===== src/rtl/stream_merge_pkg.sv =====
// rtl/stream_merge_pkg.sv - shared constants, arbiter state encoding and line counter helper
//
// Purpose : Default virtual-channel tdest tags, arbiter FSM encoding and the
//           per-channel line counter update rule used by stream_merge.
// Ports   : none (package)

package stream_merge_pkg;

  localparam logic [9:0] VC0_DEST_DEFAULT = 10'h1e2;
  localparam logic [9:0] VC1_DEST_DEFAULT = 10'h1e3;

  typedef enum logic [1:0] {
    IDLE   = 2'd0,
    GRANT0 = 2'd1,
    GRANT1 = 2'd2
  } arb_state_e;

  // SOF together with EOL means a one-beat line, so the count restarts at 1.
  function automatic logic [15:0] line_cnt_next(input logic [15:0] cnt,
                                                input logic        sof,
                                                input logic        eol);
    logic [15:0] nxt;
    nxt = cnt;
    if (sof && eol) begin
      nxt = 16'd1;
    end else if (sof) begin
      nxt = 16'd0;
    end else if (eol) begin
      nxt = cnt + 16'd1;
    end
    return nxt;
  endfunction

endpackage


===== src/rtl/stream_merge_if.sv =====
// rtl/stream_merge_if.sv - stream handshake bundle with master/slave modports
//
// Purpose : Groups one stream channel: tvalid/tready/tdata/tlast/tuser/tdest.
// Ports   : master - drives tvalid, tdata, tlast, tuser, tdest; samples tready
//           slave  - samples tvalid, tdata, tlast, tuser, tdest; drives tready

interface stream_merge_if #(
  parameter int WIDTH       = 16,
  parameter int TUSER_WIDTH = 1,
  parameter int TDEST_WIDTH = 10
);

  logic                   tvalid;
  logic                   tready;
  logic [WIDTH-1:0]       tdata;
  logic                   tlast;
  logic [TUSER_WIDTH-1:0] tuser;
  logic [TDEST_WIDTH-1:0] tdest;

  modport master (
    output tvalid, tdata, tlast, tuser, tdest,
    input  tready
  );

  modport slave (
    input  tvalid, tdata, tlast, tuser, tdest,
    output tready
  );

endinterface


===== src/rtl/stream_merge_axis_out_reg.sv =====
// rtl/stream_merge_axis_out_reg.sv - single-stage registered stream output (module axis_out_reg)
//
// Purpose : Holds one beat for the merged output. A load replaces the held
//           beat (and may coincide with a drain for full throughput); a drain
//           without a load empties the stage. Payload is frozen while stalled.
// Ports   : aclk, aresetn          clock, synchronous active-low reset
//           load, in_*             beat to capture this cycle
//           out_tready             downstream ready
//           out_tvalid, out_*      registered beat

module axis_out_reg #(
  parameter int WIDTH       = 16,
  parameter int TUSER_WIDTH = 1,
  parameter int TDEST_WIDTH = 10
) (
  input  logic                   aclk,
  input  logic                   aresetn,
  input  logic                   load,
  input  logic [WIDTH-1:0]       in_tdata,
  input  logic                   in_tlast,
  input  logic [TUSER_WIDTH-1:0] in_tuser,
  input  logic [TDEST_WIDTH-1:0] in_tdest,
  input  logic                   out_tready,
  output logic                   out_tvalid,
  output logic [WIDTH-1:0]       out_tdata,
  output logic                   out_tlast,
  output logic [TUSER_WIDTH-1:0] out_tuser,
  output logic [TDEST_WIDTH-1:0] out_tdest
);

  logic                   valid_q, valid_d;
  logic [WIDTH-1:0]       data_q,  data_d;
  logic                   last_q,  last_d;
  logic [TUSER_WIDTH-1:0] user_q,  user_d;
  logic [TDEST_WIDTH-1:0] dest_q,  dest_d;

  always_comb begin
    valid_d = valid_q;
    data_d  = data_q;
    last_d  = last_q;
    user_d  = user_q;
    dest_d  = dest_q;
    if (load) begin
      valid_d = 1'b1;
      data_d  = in_tdata;
      last_d  = in_tlast;
      user_d  = in_tuser;
      dest_d  = in_tdest;
    end else if (out_tready) begin
      valid_d = 1'b0;
    end
  end

  always_ff @(posedge aclk) begin
    if (!aresetn) begin
      valid_q <= 1'b0;
      data_q  <= '0;
      last_q  <= 1'b0;
      user_q  <= '0;
      dest_q  <= '0;
    end else begin
      valid_q <= valid_d;
      data_q  <= data_d;
      last_q  <= last_d;
      user_q  <= user_d;
      dest_q  <= dest_d;
    end
  end

  assign out_tvalid = valid_q;
  assign out_tdata  = data_q;
  assign out_tlast  = last_q;
  assign out_tuser  = user_q;
  assign out_tdest  = dest_q;

endmodule


===== src/rtl/stream_merge.sv =====
// rtl/stream_merge.sv - two-input packet-atomic stream merge with tdest tagging
//
// Purpose : Arbitrates two input streams onto one registered output at line
//           granularity. A grant lasts until the tlast beat is accepted, then
//           the arbiter passes through IDLE (one bubble per line). When both
//           inputs wait, the channel not granted last wins. Each beat is tagged
//           with VC0_DEST / VC1_DEST on tdest.
//           Optional macro STREAM_MERGE_LINE_CNT_EN enables per-channel line
//           counters (SOF on tuser[0] clears, tlast increments); otherwise the
//           counter outputs are tied to 0.
// Ports   : aclk, aresetn        clock, synchronous active-low reset
//           s0_axis, s1_axis     input channels (slave modport)
//           m_axis               merged output (master modport)
//           line_cnt0, line_cnt1 per-channel line counters

module stream_merge
  import stream_merge_pkg::*;
#(
  parameter int                     WIDTH       = 16,
  parameter int                     TUSER_WIDTH = 1,
  parameter int                     TDEST_WIDTH = 10,
  parameter logic [TDEST_WIDTH-1:0] VC0_DEST    = TDEST_WIDTH'(VC0_DEST_DEFAULT),
  parameter logic [TDEST_WIDTH-1:0] VC1_DEST    = TDEST_WIDTH'(VC1_DEST_DEFAULT)
) (
  input  logic          aclk,
  input  logic          aresetn,
  stream_merge_if.slave  s0_axis,
  stream_merge_if.slave  s1_axis,
  stream_merge_if.master m_axis,
  output logic [15:0]   line_cnt0,
  output logic [15:0]   line_cnt1
);

  arb_state_e state_q, state_d;
  // 1 = channel 1 was granted most recently; resets to 1 so channel 0 wins first.
  logic       last_grant_q, last_grant_d;

  logic                   m_valid;
  logic                   s0_rdy, s1_rdy;
  logic                   acc0, acc1;
  logic                   load;
  logic [WIDTH-1:0]       ld_data;
  logic                   ld_last;
  logic [TUSER_WIDTH-1:0] ld_user;
  logic [TDEST_WIDTH-1:0] ld_dest;

  always_comb begin
    state_d      = state_q;
    last_grant_d = last_grant_q;
    s0_rdy       = 1'b0;
    s1_rdy       = 1'b0;
    case (state_q)
      IDLE: begin
        if (s0_axis.tvalid && s1_axis.tvalid) begin
          if (last_grant_q) begin
            state_d      = GRANT0;
            last_grant_d = 1'b0;
          end else begin
            state_d      = GRANT1;
            last_grant_d = 1'b1;
          end
        end else if (s0_axis.tvalid) begin
          state_d      = GRANT0;
          last_grant_d = 1'b0;
        end else if (s1_axis.tvalid) begin
          state_d      = GRANT1;
          last_grant_d = 1'b1;
        end
      end
      GRANT0: begin
        // Accept when the output stage is empty or draining this cycle.
        s0_rdy = ~m_valid | m_axis.tready;
        if (s0_rdy && s0_axis.tvalid && s0_axis.tlast) begin
          state_d = IDLE;
        end
      end
      GRANT1: begin
        s1_rdy = ~m_valid | m_axis.tready;
        if (s1_rdy && s1_axis.tvalid && s1_axis.tlast) begin
          state_d = IDLE;
        end
      end
      default: state_d = IDLE;
    endcase
  end

  always_ff @(posedge aclk) begin
    if (!aresetn) begin
      state_q      <= IDLE;
      last_grant_q <= 1'b1;
    end else begin
      state_q      <= state_d;
      last_grant_q <= last_grant_d;
    end
  end

  assign s0_axis.tready = s0_rdy;
  assign s1_axis.tready = s1_rdy;

  assign acc0    = s0_rdy & s0_axis.tvalid;
  assign acc1    = s1_rdy & s1_axis.tvalid;
  assign load    = acc0 | acc1;
  assign ld_data = acc1 ? s1_axis.tdata : s0_axis.tdata;
  assign ld_last = acc1 ? s1_axis.tlast : s0_axis.tlast;
  assign ld_user = acc1 ? s1_axis.tuser : s0_axis.tuser;
  assign ld_dest = acc1 ? VC1_DEST : VC0_DEST;

  axis_out_reg #(
    .WIDTH      (WIDTH),
    .TUSER_WIDTH(TUSER_WIDTH),
    .TDEST_WIDTH(TDEST_WIDTH)
  ) u_out_reg (
    .aclk      (aclk),
    .aresetn   (aresetn),
    .load      (load),
    .in_tdata  (ld_data),
    .in_tlast  (ld_last),
    .in_tuser  (ld_user),
    .in_tdest  (ld_dest),
    .out_tready(m_axis.tready),
    .out_tvalid(m_valid),
    .out_tdata (m_axis.tdata),
    .out_tlast (m_axis.tlast),
    .out_tuser (m_axis.tuser),
    .out_tdest (m_axis.tdest)
  );

  assign m_axis.tvalid = m_valid;

`ifdef STREAM_MERGE_LINE_CNT_EN
  logic [15:0] line_cnt0_q, line_cnt0_d;
  logic [15:0] line_cnt1_q, line_cnt1_d;

  always_comb begin
    line_cnt0_d = line_cnt0_q;
    line_cnt1_d = line_cnt1_q;
    if (acc0) begin
      line_cnt0_d = line_cnt_next(line_cnt0_q, s0_axis.tuser[0], s0_axis.tlast);
    end
    if (acc1) begin
      line_cnt1_d = line_cnt_next(line_cnt1_q, s1_axis.tuser[0], s1_axis.tlast);
    end
  end

  always_ff @(posedge aclk) begin
    if (!aresetn) begin
      line_cnt0_q <= 16'd0;
      line_cnt1_q <= 16'd0;
    end else begin
      line_cnt0_q <= line_cnt0_d;
      line_cnt1_q <= line_cnt1_d;
    end
  end

  assign line_cnt0 = line_cnt0_q;
  assign line_cnt1 = line_cnt1_q;
`else
  assign line_cnt0 = 16'd0;
  assign line_cnt1 = 16'd0;
`endif

endmodule


===== src/flat_wrapper.sv =====
// flat-port wrapper written by rule: the top's interface ports become plain ports
module stream_merge_flat import stream_merge_pkg::*;
#(
  parameter int                     WIDTH       = 16,
  parameter int                     TUSER_WIDTH = 1,
  parameter int                     TDEST_WIDTH = 10,
  parameter logic [TDEST_WIDTH-1:0] VC0_DEST    = TDEST_WIDTH'(VC0_DEST_DEFAULT),
  parameter logic [TDEST_WIDTH-1:0] VC1_DEST    = TDEST_WIDTH'(VC1_DEST_DEFAULT)
)
  (aclk, aresetn, line_cnt0, line_cnt1, s0_axis_tvalid, s0_axis_tdata, s0_axis_tlast, s0_axis_tuser, s0_axis_tdest, s0_axis_tready, s1_axis_tvalid, s1_axis_tdata, s1_axis_tlast, s1_axis_tuser, s1_axis_tdest, s1_axis_tready, m_axis_tvalid, m_axis_tdata, m_axis_tlast, m_axis_tuser, m_axis_tdest, m_axis_tready);
  stream_merge_if #(.WIDTH(WIDTH), .TUSER_WIDTH(TUSER_WIDTH), .TDEST_WIDTH(TDEST_WIDTH)) s0_axis_i ();
  stream_merge_if #(.WIDTH(WIDTH), .TUSER_WIDTH(TUSER_WIDTH), .TDEST_WIDTH(TDEST_WIDTH)) s1_axis_i ();
  stream_merge_if #(.WIDTH(WIDTH), .TUSER_WIDTH(TUSER_WIDTH), .TDEST_WIDTH(TDEST_WIDTH)) m_axis_i ();
  input  logic aclk;
  input  logic aresetn;
  output logic [15:0] line_cnt0;
  output logic [15:0] line_cnt1;
  input wire logic [$bits(s0_axis_i.tvalid)-1:0] s0_axis_tvalid;
  input wire logic [$bits(s0_axis_i.tdata)-1:0] s0_axis_tdata;
  input wire logic [$bits(s0_axis_i.tlast)-1:0] s0_axis_tlast;
  input wire logic [$bits(s0_axis_i.tuser)-1:0] s0_axis_tuser;
  input wire logic [$bits(s0_axis_i.tdest)-1:0] s0_axis_tdest;
  output wire logic [$bits(s0_axis_i.tready)-1:0] s0_axis_tready;
  input wire logic [$bits(s1_axis_i.tvalid)-1:0] s1_axis_tvalid;
  input wire logic [$bits(s1_axis_i.tdata)-1:0] s1_axis_tdata;
  input wire logic [$bits(s1_axis_i.tlast)-1:0] s1_axis_tlast;
  input wire logic [$bits(s1_axis_i.tuser)-1:0] s1_axis_tuser;
  input wire logic [$bits(s1_axis_i.tdest)-1:0] s1_axis_tdest;
  output wire logic [$bits(s1_axis_i.tready)-1:0] s1_axis_tready;
  output wire logic [$bits(m_axis_i.tvalid)-1:0] m_axis_tvalid;
  output wire logic [$bits(m_axis_i.tdata)-1:0] m_axis_tdata;
  output wire logic [$bits(m_axis_i.tlast)-1:0] m_axis_tlast;
  output wire logic [$bits(m_axis_i.tuser)-1:0] m_axis_tuser;
  output wire logic [$bits(m_axis_i.tdest)-1:0] m_axis_tdest;
  input wire logic [$bits(m_axis_i.tready)-1:0] m_axis_tready;
  assign s0_axis_i.tvalid = s0_axis_tvalid;
  assign s0_axis_i.tdata = s0_axis_tdata;
  assign s0_axis_i.tlast = s0_axis_tlast;
  assign s0_axis_i.tuser = s0_axis_tuser;
  assign s0_axis_i.tdest = s0_axis_tdest;
  assign s0_axis_tready = s0_axis_i.tready;
  assign s1_axis_i.tvalid = s1_axis_tvalid;
  assign s1_axis_i.tdata = s1_axis_tdata;
  assign s1_axis_i.tlast = s1_axis_tlast;
  assign s1_axis_i.tuser = s1_axis_tuser;
  assign s1_axis_i.tdest = s1_axis_tdest;
  assign s1_axis_tready = s1_axis_i.tready;
  assign m_axis_tvalid = m_axis_i.tvalid;
  assign m_axis_tdata = m_axis_i.tdata;
  assign m_axis_tlast = m_axis_i.tlast;
  assign m_axis_tuser = m_axis_i.tuser;
  assign m_axis_tdest = m_axis_i.tdest;
  assign m_axis_i.tready = m_axis_tready;
  stream_merge #(.WIDTH(WIDTH), .TUSER_WIDTH(TUSER_WIDTH), .TDEST_WIDTH(TDEST_WIDTH), .VC0_DEST(VC0_DEST), .VC1_DEST(VC1_DEST)) u_core (.aclk(aclk), .aresetn(aresetn), .s0_axis(s0_axis_i), .s1_axis(s1_axis_i), .m_axis(m_axis_i), .line_cnt0(line_cnt0), .line_cnt1(line_cnt1));
endmodule

===== config.mk =====
export PLATFORM = sky130hd
export DESIGN_NAME = stream_merge_flat
export DESIGN_NICKNAME = d
export VERILOG_FILES = /design/src/rtl/stream_merge_pkg.sv /design/src/rtl/stream_merge_if.sv /design/src/rtl/stream_merge_axis_out_reg.sv /design/src/rtl/stream_merge.sv /design/src/flat_wrapper.sv
export SDC_FILE = /design/constraint.sdc
export NUM_CORES = 1
export LEC_CHECK = 0
export CAP_MARGIN = 40
export CORE_MARGIN = 5
export CORE_UTILIZATION = 36
export DETAILED_ROUTE_END_ITERATION = 6
export PLACE_DENSITY_LB_ADDON = 0.2
export RECOVER_POWER = 50
export SYNTH_ARGS = -nofsm -noshare
export SYNTH_HDL_FRONTEND = slang
export SYNTH_SLANG_ARGS = --single-unit

===== constraint.sdc =====
create_clock -name aclk -period 2.85 [get_ports aclk]
set_clock_uncertainty 0.05 [all_clocks]
set_input_delay 0.57 -clock aclk [delete_from_list [all_inputs] [get_ports aclk]]
set_output_delay 0.57 -clock aclk [all_outputs]
set_load 0.005 [all_outputs]

==> flow_summary_export.csv <==
group,metric,value,unit
sta,timing.fmax,396.4,MHz
clock_network,clkTransAtPathRegs,0.08,ns
global_routing,grt_pass1_wl,6679,um
worst_setup_path,critPathRequiredTime,2.23,ns
global_routing,globalRouteMet2Util,23.51,%
worst_hold_path,min-delay-path-class,"reg2reg",
global_routing,overflow,0,
drt,vias_per_cell,4.744,
sta,hold_viol,0,
sta,setup_violations,0,
placed_design,io_buffers,67,
final_layout,nFillCells,417,
sta,min_period_over_period,88.51,%
sta,finalSetupTns,0,ns
power,p_leak,0.001024,uW
global_routing,antenna_found_initial,0,
power,p_sw,235.7,uW
drt,num_vias,1295,
power,pwr-share-clk,31.3,%
clock_network,clk_latency,0.27,ns
floorplan,die_x,76.73,um
synth,syn_area_per_cell,10.02,um2
synth,ys_warn_count,0,
clock_network,post-cts-setup-buffers,0,
clock_network,ctsLongestPathBuffers,2,
floorplan,pin_count,124,
drt,first_iter_violations,55,
worst_setup_path,slowest_stage,"dlygate4sd3_1",
power,swShare,24.56,%
floorplan,floorplan.initialDensity,37.07,%
global_routing,first_global_vias,1329,
worst_setup_path,critPathKind,"in2out",
sta,relSlewSlack,47.73,%
drt,antenna_left,0,
global_routing,grt_max_degree,20,
placed_design,pre_cts_ws,0.3841,ns
synth,synth_area_leader_cell,"dfxtp_1",
placed_design,post-dp-hpwl,3051,um
synth,synthesis.instances,160,
synth,yosysUniqueCellTypes,32,
clock_network,htree_levels,1,
global_routing,grtUsageTotal,13.69,%
global_routing,grt_busiest_layer,"met2",
final_layout,n_antenna_cell,0,
status,status,"completed",
sta,fin_crit,2.523,ns
synth,synth.top_cells.by_area,"dfxtp_1 30%, buf_4 19%, o21a_1 8.0%",
drt,wl_per_cell,15.16,um
worst_setup_path,cp-start-kind,"input pin",
synth,synth_top_area_share,29.98,%
placed_design,place_congestion,0.7127,
clock_network,tritoncts,"done",
drt,post-route-drc-count,0,
worst_setup_path,cp.arrival,1.90,ns
sta,worst_pin_slew,0.7841,ns
power,seqPwrFrac,40.9,%
power,power,959.7,uW
final_layout,area_growth,35.99,%
run,cap_violations,0,
floorplan,die-area,5887,um2
power,p_per_area,440.3,nW/um2
floorplan,die_y,76.73,um
synth,synth_seq_area_share,29.98,%
floorplan,fp-row-count,24,
global_routing,use_met3,3.396,%
worst_setup_path,worstPathMaxFanout,4,
drt,finalWirelength,4139,um
clock_network,clockRootBuffer,"clkbuf_8",
sta,fin_ws,0.3274,ns
power,ir_drop,331.5,uV
clock_network,cts_sinks,24,
clock_network,ctsHoldBuffers,0,
global_routing,grtUsageMet1,16.61,%
floorplan,core,4324,um2
final_layout,nNetsFinal,283,
drt,detail_route.first_pass.iterations,4,
sta,drv_slew,0,
final_layout,mostFrequentLayoutCells,"44 x clkdlybuf4s50_1, 36 x conb_1, 24 x dfxtp_1",
power,p_comb_share,27.8,%
worst_setup_path,end_kind,"output pin",
clock_network,numCtsBuffers,3,
power,power.internal,723.9,uW
sta,rsz0062_at_grt,"no",
worst_setup_path,crit_chain,"dlygate4sd3_1, nor2b_2, nor3b_1, clkdlybuf4s50_1",
worst_setup_path,cpPeakStageDelay,0.55,ns
synth,netlist_area,1603,um2
clock_network,ctsResizeCount,0,
final_layout,final_layout_size_suffix_gt1_share,14.93,%
final_layout,layout_commonest_cell,"clkdlybuf4s50_1",
synth,ys_seq_elements,24,
## per-stage QoR
stage,instance area (um2),hold slack [ns],util [%],instances
6_report,2180,0.4389,50.41,273
5_1_grt,2180,0.4674,50.41,273
4_1_cts,2187,0.4490,50.58,273
3_5_place_dp,2116,0.4331,48.93,269
3_3_place_gp,2116,0.4315,48.93,269
2_1_floorplan,1734,0.4218,-,195
## routing by layer
layer / up-vias / part of all wire, % / routed length (um)
met5: - / 0 / 0
met4: 0 / 1.2 / 49
met3: 5 / 8.3 / 343
met1: 594 / 43 / 1766
li1: 632 / - / -
met2: 64 / 48 / 1979
## logic make-up after synthesis
logic type	share of synthesized area, %
and+or+nand+nor	9.680
AOI/OAI and AO/OA	33.33
other	0.2340
buffers and inverters	26.78
DFF	29.98
## flip-flops by register name (all words and copies together), names as in the netlist
signal	count
u_core.u_out_reg.out_tdata	16
u_core.u_out_reg.out_tdest	2
u_core.u_out_reg.out_tvalid	1
u_core.u_out_reg.out_tuser	1
u_core.state_q	2
u_core.u_out_reg.out_tlast	1
u_core.last_grant_q	1
## worst max-delay path: cells and delay by family
family                 cells  cell delay [ns]
and+or+nand+nor            2             0.24
buffers and inverters      2             1.08
## layout make-up
type	instances	area [um2]	share of cell area, %
Multi-Input combinational cell	118	827.0	37.94
Clock buffer	3	41.29	1.894
Tap cell	52	65.06	2.985
Sequential cell	24	480.5	22.04
Timing Repair Buffer	75	735.7	33.75
Clock inverter	1	30.03	1.378
## path summary, 6_finish.rpt
| check | startpoint | end | slack [ns] | cells after the start |
|---|---|---|---|---|
| hold reg to reg | u_core.u_out_reg.out_tdata[1] | u_core.u_out_reg.out_tdata[1] | 0.44 | 2 |
| setup reg to reg | u_core.u_out_reg.out_tvalid | u_core.u_out_reg.out_tdata[8] | 0.93 | 5 |
| hold / removal | u_core.u_out_reg.out_tdata[1] | u_core.u_out_reg.out_tdata[1] | 0.44 | 2 |
| setup / recovery | m_axis_tready | s1_axis_tready | 0.33 | 4 |
## cell usage after synthesis, drive strengths merged
cell,n
nor2,1
conb,1
nand2,2
a21o,16
nor2b,1
and3,1
a21oi,4
a31oi,2
o31a,1
and3b,2
nor4bb,1
nand3b,2
o21a,17
o21ai,4
nand3,2
dlygate4sd1,1
and4bb,1
a21boi,1
nor3b,2
dfxtp,24
nand2b,2
o31ai,2
nand4,2
o221a,16
buf,52
## power groups by stage
stage               logic, uW  clock network, uW  registers, uW
floorplan                 179                  0            396
global placement          278                  0            401
detailed placement        279                  0            401
CTS                       280                310            394
global route              289                326            398
finish                    266                301            392
Note: power is estimated with default switching activity, not from simulation.
